--- config.mk ---
export PLATFORM = sky130hd
export DESIGN_NAME = hi_lo_unit
export DESIGN_NICKNAME = d
export VERILOG_FILES = /design/src/rtl/hi_lo_unit.sv
export SDC_FILE = /design/constraint.sdc
export NUM_CORES = 1
export LEC_CHECK = 0
export BUFFER_PORTS_ARGS = -buffer_cell sky130_fd_sc_hd__buf_2
export CELL_PAD_IN_SITES_DETAIL_PLACEMENT = 2
export CELL_PAD_IN_SITES_GLOBAL_PLACEMENT = 2
export CORE_MARGIN = 1
export CORE_UTILIZATION = 26
export DETAILED_ROUTE_END_ITERATION = 6
export PLACE_DENSITY = 0.83
export SLEW_MARGIN = 20
export SYNTH_ARGS = -nofsm -noshare
export SYNTH_HDL_FRONTEND = slang
export SYNTH_SLANG_ARGS = --single-unit
--- constraint.sdc ---
create_clock -name Clk -period 1.5 [get_ports Clk]
set_input_delay 0.225 -clock Clk [delete_from_list [all_inputs] [get_ports Clk]]
set_output_delay 0.225 -clock Clk [all_outputs]
set_load 0.01 [all_outputs]
--- src/rtl/hi_lo_unit.sv ---
// HI/LO register unit: MULT, MTHI, MTLO and, when HILO_ACCUM_EN is defined, two-cycle MADD/MSUB
// accumulate into the 64-bit {HI,LO} pair. Without HILO_ACCUM_EN, opcodes 100/101 act as NOP.
module hi_lo_unit (
  input  logic        Clk,
  input  logic        Rst,
  input  logic        OpValid,
  input  logic [2:0]  Op,
  input  logic [31:0] ALUResult,
  input  logic [31:0] ALUHiResult,
  input  logic [31:0] RsData,
  output logic [31:0] HiOut,
  output logic [31:0] LoOut,
  output logic        Busy,
  output logic        Accepted
);

  localparam logic [2:0] OpMult = 3'b001;
  localparam logic [2:0] OpMthi = 3'b010;
  localparam logic [2:0] OpMtlo = 3'b011;

  logic [31:0] hi_q, hi_d;
  logic [31:0] lo_q, lo_d;
  logic        busy;

`ifdef HILO_ACCUM_EN
  localparam logic [2:0] OpMadd = 3'b100;
  localparam logic [2:0] OpMsub = 3'b101;

  typedef enum logic {StIdle, StAccum} state_e;

  state_e      state_q, state_d;
  logic [63:0] prod_q, prod_d;
  logic        sub_q, sub_d;
  logic [63:0] acc_result;

  assign busy       = (state_q == StAccum);
  // Full 64-bit add/sub so the carry/borrow crosses from LO into HI; overflow wraps.
  assign acc_result = sub_q ? ({hi_q, lo_q} - prod_q) : ({hi_q, lo_q} + prod_q);
`else
  assign busy = 1'b0;
`endif

  assign Busy     = busy;
  assign Accepted = OpValid && !busy;
  assign HiOut    = hi_q;
  assign LoOut    = lo_q;

  always_comb begin
    hi_d = hi_q;
    lo_d = lo_q;
`ifdef HILO_ACCUM_EN
    state_d = state_q;
    prod_d  = prod_q;
    sub_d   = sub_q;
    if (state_q == StAccum) begin
      {hi_d, lo_d} = acc_result;
      state_d      = StIdle;
    end
`endif
    // Accepted is never high in the accumulate cycle, so the two updates cannot collide.
    if (Accepted) begin
      case (Op)
        OpMult: {hi_d, lo_d} = {ALUHiResult, ALUResult};
        OpMthi: hi_d = RsData;
        OpMtlo: lo_d = RsData;
`ifdef HILO_ACCUM_EN
        OpMadd, OpMsub: begin
          prod_d  = {ALUHiResult, ALUResult};
          sub_d   = (Op == OpMsub);
          state_d = StAccum;
        end
`endif
        default: ;
      endcase
    end
  end

  always_ff @(posedge Clk) begin
    if (Rst) begin
      hi_q <= 32'h0;
      lo_q <= 32'h0;
    end else begin
      hi_q <= hi_d;
      lo_q <= lo_d;
    end
  end

`ifdef HILO_ACCUM_EN
  always_ff @(posedge Clk) begin
    if (Rst) begin
      state_q <= StIdle;
      prod_q  <= 64'h0;
      sub_q   <= 1'b0;
    end else begin
      state_q <= state_d;
      prod_q  <= prod_d;
      sub_q   <= sub_d;
    end
  end
`endif

endmodule

==> results of run 1 <==
-- report_power, final --
part | total, W | internal [W] | switching (W) | leakage, nW
clock | 0.00201 | 0.00125 | 0.000756 | 0.139
combinational | 0.000834 | 0.000359 | 0.000476 | 1.31
sequential | 0.00185 | 0.00180 | 0.0000527 | 0.524
total | 0.00470 | 0.00341 | 0.00128 | 1.98
-- cell usage after synthesis (all sizes together) --
master	n
and3b	1
dfxtp	64
buf	27
a311oi	32
nor3b	1
xor2	1
mux2i	32
or3b	1
nor2	32
dlygate4sd1	1
nor2b	1
nand2	64
conb	1
clkbuf	10
a211oi	32
and2	1
a21oi	32
-- layer usage --
| layer | up-vias | part of all wire | routed length, um | GRT usage |
|---|---|---|---|---|
| li1 | 1511 | - | - | - |
| met1 | 1505 | 0.41 | 4970 | 0.207 |
| met2 | 108 | 0.51 | 6150 | 0.348 |
| met3 | 15 | 0.064 | 780 | 0.0564 |
| met4 | 0 | 0.019 | 231 | 0.0771 |
| met5 | - | 0 | 0 | 0 |
-- placed cells by master (no fill, tap or decap), types with 2 or more instances in the layout --
cell type | synthesis | layout
a211oi_2 | 11 | 11
clkbuf_8 | 5 | 3
mux2i_1 | 32 | 32
buf_12 | 4 | 2
a311oi_1 | 8 | 8
dfxtp_1 | 64 | 64
a211oi_1 | 21 | 21
buf_4 | 7 | 12
nor2_1 | 32 | 32
nand2_1 | 59 | 59
a21oi_1 | 32 | 32
clkbuf_16 | 0 | 9
buf_2 | 5 | 166
nand2_2 | 5 | 5
a311oi_2 | 24 | 24
clkbuf_1 | 3 | 2
-- stage by stage --
stage	utilization	worst slack, ps	cell area (um2)
6_report	0.359	367	4410
5_1_grt	0.359	319	4400
4_1_cts	0.359	363	4400
3_5_place_dp	0.336	0.190	4120
3_3_place_gp	0.336	96.5	4120
2_1_floorplan	-	227	3330
-- flip-flops by register name, indices dropped and copies added (netlist names) --
register  count
LoOut        32
HiOut        32
-- worst paths after layout --
path / startpoint / to / slack, ps / cells past startpoint
setup reg to reg: LoOut[3]$_SDFFE_PP0P_ / LoOut[3]$_SDFFE_PP0P_ / 720 / 2
hold reg to reg: LoOut[15]$_SDFFE_PP0P_ / LoOut[15]$_SDFFE_PP0P_ / 500 / 2
setup / recovery: Op[0] / HiOut[8]$_SDFFE_PP0P_ / 370 / 4
hold / removal: ALUHiResult[21] / HiOut[21]$_SDFFE_PP0P_ / 150 / 3
-- worst max-delay path, stage by stage --
cell and delay [ps]:
buf_2 180, xor2_4 180, and2_4 510, a311oi_2 200
-- layout make-up --
cell class,count,share of cell area
sequential,64,0.291
antenna,1,0.000568
multi-input combinational,231,0.378
clock inverter,2,0.00284
tap,168,0.0477
clock buffer,14,0.0622
timing repair buffer,180,0.218
-- kinds of logic after synthesis --
family,Yosys count,synth area share
DFF,64,0.385
xor gates and xnor gates,1,0.00827
AOI/OAI and AO/OA,96,0.266
buffers and inverters,38,0.115
and+or+nand+nor,101,0.128
other,1,0.00113
muxes,32,0.0963
==> impl_metrics.csv, run 1 <==
group,metric,value,unit
sta,max_freq,883,MHz
cts,cts.sink_count,64,
yosys,syn_nets,435,
cts,htreeDepth,3,
sta,finalCritPeriodShare,0.755,
yosys,synth.largest_area_cell,"dfxtp_1",
power_and_ir_drop,leakage,1.98,nW
grt,grt_pass1_wl,18700,um
setup_path,critPathLaunchType,"input pin",
final_layout,fill_cells,1410,
cts,cts_buffers,9,
die,rows,40,
hold_path,min_path_type,"in -> reg",
power_and_ir_drop,finalPower,0.00470,W
final_layout,syn_to_final_growth,32.5,%
grt,grt_overflow_total,0,
cts,clk_pin_slew,50,ps
grt,grt_pass1_vias,3454,
placement,port_buffers,166,
cts,cts_tree,"yes",
cts,clk_latency,330,ps
route,viasPerCell,4.76,
die,pin_count,168,
route,vias,3139,
yosys,synth_top_cell_area_share,0.385,
sta,rsz0062_at_grt,"no",
sta,drv_slew,0,
placement,dp.cells,643,
placement,dp_hpwl,9350,um
outcome,status,"finished clean",
grt,grt.total_usage,0.191,
cts,cts_buffer_depth,2,
final_layout,multi_input_area,1670,um2
final_layout,register_area,1280,um2
cts,cts-root-buf,"clkbuf_16",
route,drc,0,
yosys,synth_cells,333,
sta,finalSetupViolCount,0,
setup_path,worstPathRequired,1670,ps
sta,slew_headroom,0.654,
yosys,yosys-top-cells-area,"dfxtp_1, a311oi_2, mux2i_1",
sta,final_hold_viol_count,0,
die,fp.dieH,115,um
route,postRouteAntennaNets,0,
yosys,ys_types,26,
route,drt_iter0_drc,100,
die,coreArea,12300,um2
route,wl_per_cell,18.4,um
grt,grt_max_degree,65,
yosys,netlist_area,3330,um2
placement,gp_congestion,0.723,
sta,skew,0,ps
yosys,yosysWarnings,0,
job,drv_cap,0,
die,start_util,0.271,
power_and_ir_drop,ir_drop,480,uV
cts,postCtsHoldBufs,0,
yosys,seq_area_frac_synth,0.385,
setup_path,worstPathArrival,1310,ps
route,firstDrtPassIters,4,
final_layout,final_nets,588,
cts,cts_setup_buffers,0,
final_layout,final_cells,660,
die,die-width,115,um
cts,post_cts_resized,0,
setup_path,crit_fanout,32,
sta,period_needed,1130,ps
setup_path,crit_path_end_kind,"flip-flop",
final_layout,drive_gt1_frac,0.487,
die,die_area,13300,um2
sta,finalSetupTns,0,ps
sta,hold_ws,155,ps
power_and_ir_drop,power.density,1070,nW/um2
route,wl,12100,um
grt,antenna_found_initial,1,
yosys,ys_seq_elements,64,
setup_path,setup.worst_path.class,"in -> reg",
sta,worst_slew_pin_slew,519,ps
yosys,synth_area_per_cell,9.99,um2
Note: power is estimated with default switching activity, not from simulation.
==> run 2: changes to the inputs <==
==> constraint.sdc (replaced) <==
create_clock -name Clk -period 1.1 [get_ports Clk]
set_input_delay 0.165 -clock Clk [delete_from_list [all_inputs] [get_ports Clk]]
set_output_delay 0.165 -clock Clk [all_outputs]
set_load 0.01 [all_outputs]
==> run 2 against run 1 <==
Cell area up 3.4%. Total power up 42%. Die area unchanged. Global-route usage up 0.42 points. Critical path depth up 1. Sequential share of layout area down 0.97 points. Via count up 2.1%. Largest cell class unchanged.
==> impl_metrics.csv, run 2 (synthesized netlist as in run 1, its figures left out) <==
group,metric,value,unit
route,vias,3204,
placement,dp.cells,647,
cts,cts-root-buf,"clkbuf_16",
sta,rsz0062_at_grt,"yes",
die,coreArea,12300,um2
grt,grt_overflow_total,0,
die,die_area,13300,um2
sta,hold_ws,85.4,ps
route,postRouteAntennaNets,0,
grt,grt_pass1_wl,18900,um
power_and_ir_drop,power_frac_seq,0.379,
final_layout,drive_gt1_frac,0.532,
power_and_ir_drop,ir_drop,582,uV
hold_path,hp-start,"ALUHiResult[21]",
die,start_util,0.271,
power_and_ir_drop,finalPower,0.00667,W
job,drv_cap,0,
final_layout,num_antenna_cells,0,
sta,drv_slew,0,
route,drc,0,
grt,grt_max_degree,45,
cts,clk_pin_slew,60,ps
final_layout,fill_cells,1394,
placement,port_buffers,166,
setup_path,worst_r2r_path_depth,2,
cts,cts_buffer_depth,2,
power_and_ir_drop,internal_power,0.00486,W
final_layout,final_nets,593,
power_and_ir_drop,swShare,0.271,
cts,clk_latency,340,ps
cts,cts_tree,"yes",
final_layout,final_common_cell,"buf_2",
route,drt_iter0_drc,126,
route,wl_met3,920,um
setup_path,crit_fanout,11,
route,firstDrtPassIters,4,
grt,antenna_found_initial,1,
power_and_ir_drop,leakage,2.03,nW
final_layout,finish.utilization,0.372,
sta,final_hold_viol_count,0,
power_and_ir_drop,switchingPower,0.00181,W
sta,period_needed,1040,ps
route,wl_met1,4860,um
cts,htreeDepth,3,
placement,dp_hpwl,9300,um
setup_path,setup.worst_path.class,"in -> reg",
hold_path,min_path_type,"in -> reg",
hold_path,min_to,"HiOut[21]$_SDFFE_PP0P_",
setup_path,worstReg2RegEnd,"HiOut[28]$_SDFFE_PP0P_",
sta,max_freq,957,MHz
setup_path,r2r_slack,270,ps
setup_path,crit_path_end_kind,"flip-flop",
sta,finalCritPeriodShare,0.950,
cts,cts_setup_buffers,0,
route,wl_per_cell,18.9,um
sta,finalSetupViolCount,0,
route,wl,12500,um
setup_path,worstPathRequired,1300,ps
die,pin_count,168,
die,fp.dieH,115,um
die,die-width,115,um
final_layout,syn_to_final_growth,37.0,%
cts,cts_buffers,9,
grt,grt_pass1_vias,3442,
setup_path,critPathLaunchType,"input pin",
route,highest_layer,"met5",
die,rows,40,
cts,cts.sink_count,64,
sta,skew,0,ps
setup_path,worstPathArrival,1240,ps
power_and_ir_drop,power.density,1460,nW/um2
placement,gp_congestion,0.784,
setup_path,r2r_start,"HiOut[28]$_SDFFE_PP0P_",
power_and_ir_drop,power_frac_comb,0.182,
route,viasPerCell,4.83,
outcome,status,"finished clean",
route,dr_wl_met2,6380,um
final_layout,final_cells,664,
grt,grt.total_usage,0.195,
hold_path,holdPathStages,3,
final_layout,final_cell_mix,"buf_2, dfxtp_1, nand2_1",
power_and_ir_drop,pwr-share-clk,0.439,
[run 2: changes by cell type in the layout (fill, tap and decap cells not counted), sizes merged]
| cell | previous run | this run |
|---|---|---|
| and2 | 1 | 2 |
| diode | 1 | 0 |
| clkinvlp | 1 | 0 |
| clkinv | 1 | 2 |
| clkbuf | 14 | 13 |
| buf | 180 | 184 |
| bufinv | 0 | 1 |
[run 2: layout make-up]
cell class | instances | area (um2) | area share
multi-input cells | 232 | 1720 | 0.378
clock inverters | 3 | 40.0 | 0.00878
well taps | 168 | 210 | 0.0461
repair buffers | 184 | 1040 | 0.229
flip-flops and latches | 64 | 1280 | 0.281
clock buffers | 13 | 260 | 0.0571
[run 2: power by group through the flow]
| stage | logic [W] | registers (W) | clock network, W |
|---|---|---|---|
| detailed placement | 0.00122 | 0.00258 | 0 |
| CTS | 0.00123 | 0.00253 | 0.00303 |
| finish | 0.00121 | 0.00253 | 0.00293 |
| floorplan | 0.000689 | 0.00263 | 0 |
| global route | 0.00132 | 0.00254 | 0.00309 |
| global placement | 0.00117 | 0.00257 | 0 |
[run 2: metal layers]
layer | track usage | up-vias
met5 | 0 | -
met4 | 0.0866 | 2
met2 | 0.353 | 121
li1 | - | 1518
met3 | 0.0669 | 28
met1 | 0.205 | 1535
[run 2: repair_timing]
item | 4_1_cts | 5_1_grt
gates resized for setup | 1 | 1
gates cloned | 1 | 0
endpoints found under the setup margin | 10 | 6
pin swaps | 1 | 0
hold buffers | 0 | 0
[run 2: stage by stage]
stage / setup slack, ps / TNS (ps) / instance area, um2
floorplan: -66.1 / -1740 / 3400
global placement: -301 / -11860 / 4250
detailed placement: -390 / -15510 / 4250
CTS: 1.89 / 0 / 4550
global route: -2.11 / -2.11 / 4560
finish: 55.1 / 0 / 4560
[run 2: worst max path at each step]
| stage | from | endpoint | slack (ps) | depth (start not counted) |
|---|---|---|---|---|
| after floorplan | Op[1] | HiOut[14]$_SDFFE_PP0P_ | -70 | 6 |
| after global placement | Op[1] | HiOut[23]$_SDFFE_PP0P_ | -300 | 5 |
| after detailed placement | Op[1] | HiOut[25]$_SDFFE_PP0P_ | -390 | 5 |
| after CTS | Op[1] | HiOut[3]$_SDFFE_PP0P_ | 2 | 6 |
| after global routing | Op[1] | HiOut[3]$_SDFFE_PP0P_ | -2 | 6 |
| final | Op[0] | HiOut[28]$_SDFFE_PP0P_ | 60 | 5 |
[run 2: critical path, stage by stage]
cell	delay [ps]
buf_2	160
or3b_2	500
buf_4	220
nand2_2	80
a311oi_2	100
==> run 3: changes to the inputs <==
--- a/config.mk
+++ b/config.mk
@@ -11,7 +11,7 @@
 export CORE_MARGIN = 1
 export CORE_UTILIZATION = 26
 export DETAILED_ROUTE_END_ITERATION = 6
-export PLACE_DENSITY = 0.83
+export PLACE_DENSITY = 0.81
 export SLEW_MARGIN = 20
 export SYNTH_ARGS = -nofsm -noshare
 export SYNTH_HDL_FRONTEND = slang
==> run 3 against run 2 <==
Wire length down 1.6%. Sequential power about the same. Clock power up 5%. Critical path depth unchanged. Cell count up 0.75%. Highest routed layer is now met4. Total power up 2.8%. Clock skew unchanged.
==> impl_metrics.csv, run 3 (synthesized netlist as in run 1, its figures left out) <==
group,metric,value,unit
power_and_ir_drop,power.density,1480,nW/um2
placement,port_buffers,166,
route,drt_iter0_drc,112,
grt,grt_max_degree,45,
placement,dp.cells,651,
route,vias,3236,
setup_path,critPathLaunchType,"input pin",
power_and_ir_drop,ir_drop,722,uV
sta,max_freq,955,MHz
die,die-width,115,um
final_layout,final_common_cell,"buf_2",
power_and_ir_drop,finalPower,0.00685,W
setup_path,crit_path_end_kind,"flip-flop",
die,rows,40,
die,start_util,0.271,
power_and_ir_drop,internal_power,0.00505,W
power_and_ir_drop,power_frac_comb,0.179,
final_layout,final_area,4620,um2
sta,rsz0062_at_grt,"no",
cts,cts_buffer_depth,2,
route,drc,0,
final_layout,final_cell_mix,"buf_2, dfxtp_1, nand2_1",
power_and_ir_drop,power_frac_seq,0.369,
setup_path,slowest_stage,"or3b_2",
setup_path,worst-path-buf-inv,2,
placement,gp_congestion,0.788,
die,die_area,13300,um2
grt,grt_overflow_total,0,
placement,dp_hpwl,9390,um
hold_path,min_path_type,"in -> reg",
grt,antenna_found_initial,2,
power_and_ir_drop,pwr-share-clk,0.452,
die,fp.dieH,115,um
power_and_ir_drop,swShare,0.263,
placement,dpl_cell_area,4300,um2
setup_path,worstPathArrival,1250,ps
setup_path,setup.worst_path.class,"in -> reg",
final_layout,final_nets,596,
cts,clk_latency,320,ps
final_layout,final_cells,669,
cts,cts-root-buf,"clkbuf_16",
die,coreArea,12300,um2
setup_path,crit_fanout,10,
cts,htreeDepth,3,
sta,drv_slew,0,
cts,clk_pin_slew,60,ps
sta,period_needed,1050,ps
job,drv_cap,0,
cts,cts_setup_buffers,0,
route,wl,12300,um
sta,skew,0,ps
cts,cts.sink_count,64,
final_layout,syn_to_final_growth,39.0,%
route,firstDrtPassIters,4,
setup_path,worstPathRequired,1300,ps
setup_path,crit_family,"simple AND/OR/NAND/NOR gates",
grt,grt.total_usage,0.191,
sta,final_hold_viol_count,0,
die,pin_count,168,
sta,finalSetupViolCount,0,
outcome,status,"finished clean",
sta,finalCritPeriodShare,0.952,
setup_path,cp_cell_sequence,"buf_2, or3b_2, buf_4, nand2_2, a311oi_2",
power_and_ir_drop,switchingPower,0.00180,W
final_layout,drive_gt1_frac,0.533,
setup_path,cpPeakStageDelay,520,ps
route,wl_per_cell,18.4,um
cts,cts_tree,"yes",
sta,hold_ws,104,ps
grt,grt_pass1_vias,3491,
final_layout,fill_cells,1393,
cts,cts_buffers,9,
grt,grt_pass1_wl,19000,um
route,postRouteAntennaNets,0,
route,viasPerCell,4.84,
power_and_ir_drop,leakage,2.06,nW
==> run 3: cell count changes in the layout (fill, tap and decap cells not counted), sizes merged <==
cell,before,now
clkinv,2,1
bufinv,1,2
and2,2,1
diode,0,2
buf,184,188
==> run 3: per-layer routing <==
metal	wire length (um)	global-route usage	vias up
met3	590	0.0316	17
met2	6130	0.333	109
li1	-	-	1523
met4	280	0.0900	0
met5	0	0	-
met1	5330	0.229	1587
==> run 3: path summary, 6_finish.rpt <==
kind | startpoint | end | slack (ps) | cells past startpoint
min reg2reg | LoOut[10]$_SDFFE_PP0P_ | LoOut[10]$_SDFFE_PP0P_ | 490 | 2
max reg2reg | HiOut[26]$_SDFFE_PP0P_ | HiOut[26]$_SDFFE_PP0P_ | 350 | 2
max | Op[0] | HiOut[30]$_SDFFE_PP0P_ | 50 | 5
min | ALUHiResult[21] | HiOut[21]$_SDFFE_PP0P_ | 100 | 3
==> run 3: power by group through the flow <==
| stage | registers, W | clock network [W] | logic [W] |
|---|---|---|---|
| 6_report | 0.00253 | 0.00309 | 0.00123 |
| 3_3_place_gp | 0.00257 | 0 | 0.00119 |
| 4_1_cts | 0.00253 | 0.00318 | 0.00125 |
| 2_1_floorplan | 0.00263 | 0 | 0.000689 |
| 3_5_place_dp | 0.00258 | 0 | 0.00124 |
| 5_1_grt | 0.00254 | 0.00330 | 0.00133 |
==> run 3: metrics by stage <==
step | setup slack, ps | TNS (ps) | utilization
after floorplan | -66.1 | -1740 | -
after global placement | -221 | -9100 | 0.351
after detailed placement | -286 | -12170 | 0.351
after CTS | 64.6 | 0 | 0.376
after global routing | 14.3 | 0 | 0.377
final | 52.5 | 0 | 0.377
==> run 3: timing repair <==
action,4_1_cts,5_1_grt
setup endpoints to repair,0,5
hold buffers,0,0
resized for setup,0,1
==> run 3: layout make-up <==
class,instances,area (um2),share of cell area
multi-input combinational,231,1710,0.370
sequential,64,1280,0.277
clock buffer,13,250,0.0541
tap,168,210,0.0455
antenna,2,5.00,0.00108
timing repair buffer,188,1100,0.238
clock inverter,3,65.1,0.0141
==> run 3: tightest hold or removal path, cell delays in order <==
cell	delay [ps]
buf_2	110
nand2_2	40
a311oi_1	70
